<file path="src/rtl/alu_wide_sequencer.sv">
// ---------------------------------------------------------------------------
// alu_wide_sequencer
// Runs one W-bit (W = 4*SLICES) operation on an external 4-bit ALU as SLICES
// consecutive 4-bit passes, least significant slice first. The ALU carry out
// of each pass becomes the carry in of the next. The slices of the result are
// collected into a wide word, and NZCV flags are produced for the whole word.
//
// Ports
//   clk, reset                 clock, synchronous active-high reset
//   start                      request; only looked at in IDLE or DONE
//   op_a, op_b [W-1:0]         operands, captured when start is accepted
//   op_ctrl [2:0], op_cin      ALU control code and slice-0 carry, captured
//   busy                       high while the passes are running
//   done                       one-cycle pulse, res/flags valid
//   res [W-1:0], flag_n/z/c/v  wide result and flags, held until next start
//   alu_a/alu_b [3:0],
//   alu_control [2:0],
//   alu_carryin                operand slice, code and carry sent to the ALU
//   alu_result [3:0],
//   alu_n/z/c/v                combinational ALU response in the same cycle
// ---------------------------------------------------------------------------
module alu_wide_sequencer #(
    parameter int SLICES = 2
) (
    input  logic                  clk,
    input  logic                  reset,
    input  logic                  start,
    input  logic [4*SLICES-1:0]   op_a,
    input  logic [4*SLICES-1:0]   op_b,
    input  logic [2:0]            op_ctrl,
    input  logic                  op_cin,
    output logic                  busy,
    output logic                  done,
    output logic [4*SLICES-1:0]   res,
    output logic                  flag_n,
    output logic                  flag_z,
    output logic                  flag_c,
    output logic                  flag_v,
    output logic [3:0]            alu_a,
    output logic [3:0]            alu_b,
    output logic [2:0]            alu_control,
    output logic                  alu_carryin,
    input  logic [3:0]            alu_result,
    input  logic                  alu_n,
    input  logic                  alu_z,
    input  logic                  alu_c,
    input  logic                  alu_v
);

    localparam int W  = 4 * SLICES;
    localparam int KW = (SLICES > 1) ? $clog2(SLICES) : 1;

    typedef enum logic [1:0] {
        ST_IDLE = 2'd0,
        ST_RUN  = 2'd1,
        ST_DONE = 2'd2
    } state_t;

    state_t          state_r;
    state_t          state_s;
    logic            accept_s;
    logic            last_s;
    logic [KW-1:0]   k_r;
    logic            z_acc_r;
    // Operand slices not yet sent to the ALU; the lowest nibble is the next one.
    logic [W-1:0]    a_sh_r;
    logic [W-1:0]    b_sh_r;

    assign last_s = (k_r == KW'(SLICES - 1));

    // Next-state decode and start acceptance.
    always_comb begin
        state_s  = state_r;
        accept_s = 1'b0;
        case (state_r)
            ST_IDLE: begin
                if (start) begin
                    state_s  = ST_RUN;
                    accept_s = 1'b1;
                end else begin
                    state_s  = ST_IDLE;
                end
            end
            ST_RUN: begin
                if (last_s) begin
                    state_s = ST_DONE;
                end else begin
                    state_s = ST_RUN;
                end
            end
            ST_DONE: begin
                if (start) begin
                    state_s  = ST_RUN;
                    accept_s = 1'b1;
                end else begin
                    state_s  = ST_IDLE;
                end
            end
            default: begin
                state_s = ST_IDLE;
            end
        endcase
    end

    // State register, datapath and registered outputs.
    always_ff @(posedge clk) begin
        if (reset) begin
            state_r     <= ST_IDLE;
            busy        <= 1'b0;
            done        <= 1'b0;
            res         <= '0;
            flag_n      <= 1'b0;
            flag_z      <= 1'b0;
            flag_c      <= 1'b0;
            flag_v      <= 1'b0;
            alu_a       <= 4'd0;
            alu_b       <= 4'd0;
            alu_control <= 3'd0;
            alu_carryin <= 1'b0;
            k_r         <= '0;
            z_acc_r     <= 1'b0;
            a_sh_r      <= '0;
            b_sh_r      <= '0;
        end else begin
            state_r <= state_s;
            busy    <= (state_s == ST_RUN);
            done    <= (state_s == ST_DONE);
            if (accept_s) begin
                // Slice 0 is presented to the ALU during the first RUN cycle.
                alu_a       <= op_a[3:0];
                alu_b       <= op_b[3:0];
                alu_control <= op_ctrl;
                alu_carryin <= op_cin;
                a_sh_r      <= op_a >> 3'd4;
                b_sh_r      <= op_b >> 3'd4;
                k_r         <= '0;
                z_acc_r     <= 1'b1;
                res         <= '0;
                flag_n      <= 1'b0;
                flag_z      <= 1'b0;
                flag_c      <= 1'b0;
                flag_v      <= 1'b0;
            end else if (state_r == ST_RUN) begin
                for (int i = 0; i < SLICES; i++) begin
                    if (k_r == KW'(i)) begin
                        res[4*i +: 4] <= alu_result;
                    end
                end
                z_acc_r <= z_acc_r & alu_z;
                if (last_s) begin
                    flag_n      <= alu_n;
                    flag_c      <= alu_c;
                    flag_v      <= alu_v;
                    flag_z      <= z_acc_r & alu_z;
                    alu_a       <= 4'd0;
                    alu_b       <= 4'd0;
                    alu_control <= 3'd0;
                    alu_carryin <= 1'b0;
                end else begin
                    // alu_carryin doubles as the carry register between passes.
                    alu_a       <= a_sh_r[3:0];
                    alu_b       <= b_sh_r[3:0];
                    alu_carryin <= alu_c;
                    a_sh_r      <= a_sh_r >> 3'd4;
                    b_sh_r      <= b_sh_r >> 3'd4;
                    k_r         <= k_r + KW'(1);
                end
            end else begin
                alu_a       <= 4'd0;
                alu_b       <= 4'd0;
                alu_control <= 3'd0;
                alu_carryin <= 1'b0;
            end
        end
    end

endmodule

</file>
<file path="config.mk">
export PLATFORM = sky130hd
export DESIGN_NAME = alu_wide_sequencer
export DESIGN_NICKNAME = d
export VERILOG_FILES = /design/src/rtl/alu_wide_sequencer.sv
export SDC_FILE = /design/constraint.sdc
export NUM_CORES = 1
export LEC_CHECK = 0
export CAP_MARGIN = 20
export CORE_AREA = 2 2 59 61
export CTS_CLUSTER_SIZE = 30
export DETAILED_ROUTE_END_ITERATION = 7
export DIE_AREA = 0 0 61 63
export HOLD_SLACK_MARGIN = 0.02
export PLACE_DENSITY = 0.84
export SLEW_MARGIN = 10
export SYNTH_ARGS = -nofsm -noshare
export SYNTH_HDL_FRONTEND = slang
export SYNTH_SLANG_ARGS = --single-unit
</file>
<file path="constraint.sdc">
create_clock -name clk -period 3.2 [get_ports clk]
set_input_delay 0.64 -clock clk [delete_from_list [all_inputs] [get_ports clk]]
set_output_delay 0.64 -clock clk [all_outputs]
set_load 0.05 [all_outputs]
</file>
Yosys cells after proc, flatten, opt, wreduce, memory -nomap -nowiden
Cells that the tools add are included.
Widths: inputs -> output; s select.
{ "totals": {"out_inout_bits": 26, "latch_bits": 0, "elab_cells": 57, "in_bits": 31, "regBits": 38, "rom_bits": 0, "memories": 0, "ram_bits": 0} }
{ "op_classes": {"div_mod_pow": 0, "mul": 0, "add_sub_neg": 1, "n_reduce_logical": 7, "n_eq_ne": 6, "muxes": 24, "order_cmp": 0, "shifts": 0, "bitwise_logic": 2} }
{ "ops": {"columns": ["op", "n"], "rows": [
  ["$mux 4", 10],
  ["$mux 1", 9],
  ["$mux 3", 3],
  ["$reduce_and 2->1", 3],
  ["$eq 2x1->1 const B", 2],
  ["$eq 2x2->1 const B", 2],
  ["$pmux 2 s2", 1],
  ["$reduce_or 2->1", 2],
  ["$ne 3x3->1 const B", 1],
  ["$logic_not 2->1", 1],
  ["$mux 2", 1],
  ["$ne 2x2->1 const B", 1],
  ["$reduce_bool 2->1", 1],
  ["$add 1x1->1 const B", 1],
  ["$and 1x1->1", 1],
  ["$not 1->1", 1]
]} }

Depth between registers and ports, before layout
Gate-level depths: netlist (run 1).
{ "logic_depth": {"ltp_word": 5, "mapped_depth": 5, "depth_no_buf": 3} }

Worst setup path before layout (run 1)
OpenSTA, ideal clock, no wires.
{ "synth_path": {"kind": "input -> register", "from": "input port reset", "to": "register flag_c", "cell_stages": 4, "path_buffers": 2, "slack_ns": 1.785, "setup_time_ns": 0.128, "arrival_time_ns": 1.287, "required_ns": 3.072, "cell_sequence": "buf_2 > nand2b_1 > buf_1 > nor2_1"} }
{ "synth_between": {"elab_chain_cells": 1} }
{ "synth_rtl": {"columns": ["item", "line_no", "rtl"], "rows": [
  ["start, declared", "26", "input logic reset,"],
  ["$reduce_or 2->1 (no line)", null, null],
  ["end signal, assigned", "152", "flag_c <= alu_c;"],
  ["end, declared", "37", "output logic flag_c,"]
]} }
Every way passes these cells.
A chain may end at the register's enable or synchronous reset.

Final worst setup path (run 1)
{ "layout_path": {"from": "register res[1]", "to": "output port res[1]"} }
{ "layout_rtl": {"columns": ["item", "line_no", "rtl"], "rows": [
  ["start, declared", "34", "output logic [4*SLICES-1:0] res,"],
  ["start signal, assigned by index", "146", "res[4*i +: 4] <= alu_result;"]
]} }
No word-level cell between the ends.

==> results.sh, run 1 <==
export IMPL_status="completed"
export IMPL_die_area_um2=3843
export IMPL_timing_final_hold_violations=0
export IMPL_cp_slowest_cell="clkdlybuf4s50_1"
export IMPL_maxCapViolations=0
export IMPL_start_kind="flip-flop"
export IMPL_viasPerCell=4.674
export IMPL_min_path_type="reg2reg"
export IMPL_post_route_period_util_pct=67.43
export IMPL_fp_dieW_um=61
export IMPL_dp_cells=234
export IMPL_finClkSkew_ps=14.11
export IMPL_detail_route_antenna_nets=0
export IMPL_whs_endpoint="flag_z"
export IMPL_die_h_um=63
export IMPL_period_minus_slack_ps=2158
export IMPL_syn_num_nets=173
export IMPL_synth_cell_type_count=22
export IMPL_drive_gt1_share_pct=6.633
export IMPL_io_pins=57
export IMPL_rows=21
export IMPL_slew_headroom_pct=54.80
export IMPL_synth_area_leader_cell="dfxtp_1"
export IMPL_final_cell_mix="clkdlybuf4s50_1, dfxtp_1, nor2_1, nand2_1, a21oi_1"
export IMPL_fmax_mhz=463.5
export IMPL_path_clk_slew_ps=110
export IMPL_finalInstanceArea_um2=1967
export IMPL_cp_end_kind="output pin"
export IMPL_path_delay_family="buffers and inverters"
export IMPL_regToRegSetupSlack_ps=1680
export IMPL_reg2reg_to="flag_z"
export IMPL_required_ps=2560
export IMPL_path_cells="clkdlybuf4s50_1"
export IMPL_final_seq_area_um2=760.7
export IMPL_coreArea_um2=3232
export IMPL_cts_hold_buf=0
export IMPL_ir_worst_vdd_v=0.0002489
export IMPL_cts_resized_gates=0
export IMPL_finalWirelength_um=2829
export IMPL_post_cts_setup_buffer_count=0
export IMPL_nets=226
export IMPL_syn_to_final_growth_pct=47.05
export IMPL_synth_seq_area_share_pct=56.88
export IMPL_r2r_start="state_r[1]"
export IMPL_cts_buffers=5
export IMPL_p_leak_nw=0.7529
export IMPL_netlist_instances=142
export IMPL_powerDensity_nw_per_um2=473.8
export IMPL_setup_viol=0
export IMPL_final_common_cell="clkdlybuf4s50_1"
export IMPL_rr_worst_depth=3
export IMPL_rsz0062_at_grt="false"
export IMPL_path_depth=1
export IMPL_cts_root_buf="clkbuf_4"
export IMPL_port_buffers=56
export IMPL_clock_sinks=38
export IMPL_antenna_cells=0
export IMPL_wl_per_cell_um=11.69
export IMPL_syn_area_um2=1338
export IMPL_crit_path_max_incr_delay_ps=810
export IMPL_path_buf_inv=1
export IMPL_worstSetupPathType="reg2out"
export IMPL_worst_pin_slew_ps=677.2
export IMPL_fill_cells=286
export IMPL_crit_path_max_fanout=2
export IMPL_grt_use_total_pct=16.22
export IMPL_drtIter0Drc=27
export IMPL_stdcell_count=242
export IMPL_dr_total_vias=1131
export IMPL_ys_warn_count=0
export IMPL_tritoncts="built"
export IMPL_grt_pass1_vias=1026
export IMPL_place_area_um2=1903
export IMPL_cts_buffer_depth=2
export IMPL_grt_pass1_wl_um=4692
export IMPL_drc=0
export IMPL_hp_start="flag_z"
export IMPL_synth_area_leaders="dfxtp_1, a22oi_1, nor2_1"
export IMPL_place_hpwl_um=1926
export IMPL_timing_setup_tns_ps=0
export IMPL_h_tree_depth=2
export IMPL_multi_input_area_um2=513.0
export IMPL_synth_seq_cells=38
export IMPL_clk_latency_ps=340
export IMPL_dr_pass1_iters=5
export IMPL_whs_path_depth=2
export IMPL_syn_area_per_cell_um2=9.419
export IMPL_antenna_found_initial=0
export IMPL_synth_top_area_share_pct=56.88
export IMPL_cp_arrival_ps=1520
export IMPL_gp_congestion=0.6986
export IMPL_initial_core_util_pct=41.39
export IMPL_grt_start_max_net_pins=27
export IMPL_drv_slew=0
export IMPL_grt_overflow=0
-- synth_stat cells, drive strengths merged --
master	number
dfxtp	38
nor2	21
nand2	18
a21oi	17
a22oi	12
buf	9
nand3	8
mux2i	7
clkbuf	2
nand2b	2
and2b	1
inv	1
nand3b	1
nor3b	1
o21ai	1
or2	1
or2b	1
or3b	1
-- cells by family after synthesis --
kind of cell	share of synthesized area, %
muxes	5.239
DFF	56.88
buffers and inverters	4.771
AOI/OAI and AO/OA	14.03
and+or+nand+nor	19.08
-- sequential cells by signal, indices dropped and copies added, names as in the netlist, 2 cells and up --
| register | count |
|---|---|
| alu_b | 4 |
| b_sh_r | 4 |
| alu_control | 3 |
| res | 8 |
| state_r | 2 |
| a_sh_r | 4 |
| alu_a | 4 |
-- power by group --
part | total, mW | switching (mW) | internal (mW)
sequential | 0.505 | 0.0106 | 0.494
combinational | 0.169 | 0.0943 | 0.0748
clock | 0.258 | 0.152 | 0.106
total | 0.932 | 0.257 | 0.675
-- metal layers --
metal,part of all wire [%],routed length (um),vias to the layer above,global-route usage (%)
met4,0.57,16,0,4.076
met2,48,1356,44,25.00
met3,7.9,223,2,8.282
met1,44,1233,501,19.79
li1,-,-,584,-
met5,0,0,-,0
-- per-stage QoR --
stage	setup WS, ps	hold WS, ps	utilization, %	total power, mW
3_3_place_gp	1120	444.9	58.89	0.6840
6_report	1042	463.4	60.86	0.9319
2_1_floorplan	1785	443.2	-	0.6193
5_1_grt	973.9	486.5	60.86	0.9817
4_1_cts	1021	468.5	60.86	0.9411
3_5_place_dp	1069	451.8	58.89	0.6856
-- worst max path at each step --
stage                      start      to  slack, ps
after CTS                 flag_c  flag_c       1020
after global placement     start  flag_n       1120
after detailed placement   start  res[1]       1070
after floorplan            reset  flag_c       1790
after global routing      flag_c  flag_c        970
final                     res[1]  res[1]       1040
-- final cells by class --
class / count / area share (%)
Sequential cell: 38 / 38.68
Timing Repair Buffer: 57 / 28.88
Multi-Input combinational cell: 92 / 26.08
Tap cell: 46 / 2.926
Clock buffer: 6 / 2.608
Clock inverter: 2 / 0.6361
Inverter: 1 / 0.1908
Power figures use the tool's default switching activity.
==> inputs of run 2 (changes only) <==
CORE_AREA = 2 2 61 63   (was 2 2 59 61)
DIE_AREA = 0 0 63 65   (was 0 0 61 63)
PLACE_DENSITY = 0.8   (was 0.84)
clock period = 2.1 ns   (was 3.2 ns; I/O delays follow)
==> run 2 against run 1 <==
Total power rose by 48%; setup slack got worse by 870 ps; clock power rose by 33%; sequential share of layout area fell by 0.12 points; clock skew fell by 8.0 ps; critical path depth did not move; die area rose by 6.6%; via count rose by 2.3%; first-iteration DRC count rose by 44%; design area rose by 0.32%; register-to-register slack got worse by 990 ps; count of clock-buffer cells in the layout rose by 1; largest cell class unchanged.
==> results.sh, run 2 (synthesis gave the netlist of run 1 again) <==
export IMPL_status="completed"
export IMPL_clk_latency_ps=340
export IMPL_finalWirelength_um=3110
export IMPL_place_hpwl_um=2184
export IMPL_die_area_um2=4095
export IMPL_final_common_cell="clkdlybuf4s50_1"
export IMPL_rsz0062_at_grt="false"
export IMPL_grt_overflow=0
export IMPL_setup_ws_ps=174.1
export IMPL_timing_final_hold_violations=0
export IMPL_cp_slowest_cell="clkdlybuf4s50_1"
export IMPL_viasPerCell=4.703
export IMPL_setup_viol=0
export IMPL_fp_dieW_um=63
export IMPL_antenna_found_initial=0
export IMPL_antenna_cells=0
export IMPL_drv_slew=0
export IMPL_crit_path_max_incr_delay_ps=820
export IMPL_path_clk_slew_ps=100
export IMPL_rows=22
export IMPL_dp_cells=239
export IMPL_dr_pass1_iters=4
export IMPL_cts_buffers=5
export IMPL_initial_core_util_pct=38.26
export IMPL_die_h_um=65
export IMPL_path_cells="clkdlybuf4s50_1"
export IMPL_timing_setup_tns_ps=0
export IMPL_slew_headroom_pct=53.38
export IMPL_startpoint="res[5]"
export IMPL_regToRegSetupSlack_ps=690
export IMPL_p_seq_share_pct=55.7
export IMPL_post_cts_setup_buffer_count=0
export IMPL_grt_start_max_net_pins=26
export IMPL_crit_path_max_fanout=2
export IMPL_powerDensity_nw_per_um2=698.8
export IMPL_top_register="res"
export IMPL_intPower_mw=0.9975
export IMPL_drc=0
export IMPL_required_ps=1680
export IMPL_cts_hold_buf=0
export IMPL_cts_buffer_depth=2
export IMPL_wl_per_cell_um=12.64
export IMPL_grt_pass1_vias=1142
export IMPL_dr_total_vias=1157
export IMPL_hp_start="flag_z"
export IMPL_coreArea_um2=3496
export IMPL_h_tree_depth=2
export IMPL_tritoncts="built"
export IMPL_nets=229
export IMPL_cp_arrival_ps=1510
export IMPL_p_leak_nw=0.7578
export IMPL_io_pins=57
export IMPL_path_delay_family="buffers and inverters"
export IMPL_post_route_period_util_pct=91.71
export IMPL_place_area_um2=1928
export IMPL_dp_slack_ps=308.8
export IMPL_worstSetupPathType="reg2out"
export IMPL_drtIter0Drc=39
export IMPL_path_buf_inv=1
export IMPL_ir_worst_vdd_v=0.0003734
export IMPL_grt_use_total_pct=16.57
export IMPL_maxCapViolations=0
export IMPL_final_cell_mix="clkdlybuf4s50_1, dfxtp_1, nor2_1, nand2_1, a21oi_1"
export IMPL_stdcell_count=246
export IMPL_port_buffers=56
export IMPL_grt_pass1_wl_um=5154
export IMPL_largest_reg_flops=8
export IMPL_finalInstanceArea_um2=1973
export IMPL_fmax_mhz=519.2
export IMPL_clock_power_share_pct=24.9
export IMPL_cp_end_kind="output pin"
export IMPL_r2r_start="state_r[0]"
export IMPL_start_kind="flip-flop"
export IMPL_cts_root_buf="clkbuf_4"
export IMPL_gp_congestion=0.7291
export IMPL_netSwitchingFraction_pct=27.65
export IMPL_min_path_type="reg2reg"
export IMPL_finClkSkew_ps=6.060
export IMPL_p_switching_mw=0.3812
export IMPL_drive_gt1_share_pct=6.566
export IMPL_clock_sinks=38
export IMPL_pwr_share_comb_pct=19.4
export IMPL_syn_to_final_growth_pct=47.52
export IMPL_period_minus_slack_ps=1926
export IMPL_worst_pin_slew_ps=698.5
export IMPL_detail_route_antenna_nets=0
export IMPL_cts_resized_gates=0
[run 2: changes by cell type in the layout (fill, tap and decap cells not counted), sizes merged]
cell | previous run | this run
buf | 1 | 4
clkbuf | 6 | 7
clkinv | 1 | 0
clkinvlp | 1 | 0
[run 2: through the flow]
stage / hold WS, ps / util, % / power (mW)
after floorplan: 443.2 / - / 0.9438
after global placement: 441.3 / 55.15 / 1.049
after detailed placement: 446.7 / 55.15 / 1.054
after CTS: 469.0 / 56.44 / 1.394
after global routing: 492.0 / 56.44 / 1.450
final: 462.2 / 56.44 / 1.379
[run 2: path summary, 6_finish.rpt]
kind / to / cells past startpoint
worst max-delay path: res[5] / 1
worst min-delay path: flag_z / 2
worst max register to register: a_sh_r[1] / 3
worst min register to register: flag_z / 2
[run 2: area by class of cell]
type / count / area, um^2
tap: 48 / 60.06
clock buffer: 7 / 45.04
timing repair buffer: 60 / 590.6
fill: 335 / 1523
sequential: 38 / 760.7
multi-input combinational: 92 / 513.0
inverter: 1 / 3.754
[run 2: power groups by stage]
stage | Clock (mW) | Combinational (mW) | Sequential, mW
global placement | 0 | 0.265 | 0.784
finish | 0.343 | 0.268 | 0.768
detailed placement | 0 | 0.269 | 0.785
global route | 0.388 | 0.289 | 0.773
CTS | 0.356 | 0.270 | 0.768
floorplan | 0 | 0.0967 | 0.847
[run 2: metal layers]
metal | wire, um | part of all wire (%) | track usage [%]
met1 | 1260 | 41 | 18.81
met2 | 1518 | 49 | 27.39
met3 | 244 | 7.8 | 4.861
met4 | 87 | 2.8 | 10.28
met5 | 0 | 0 | 0
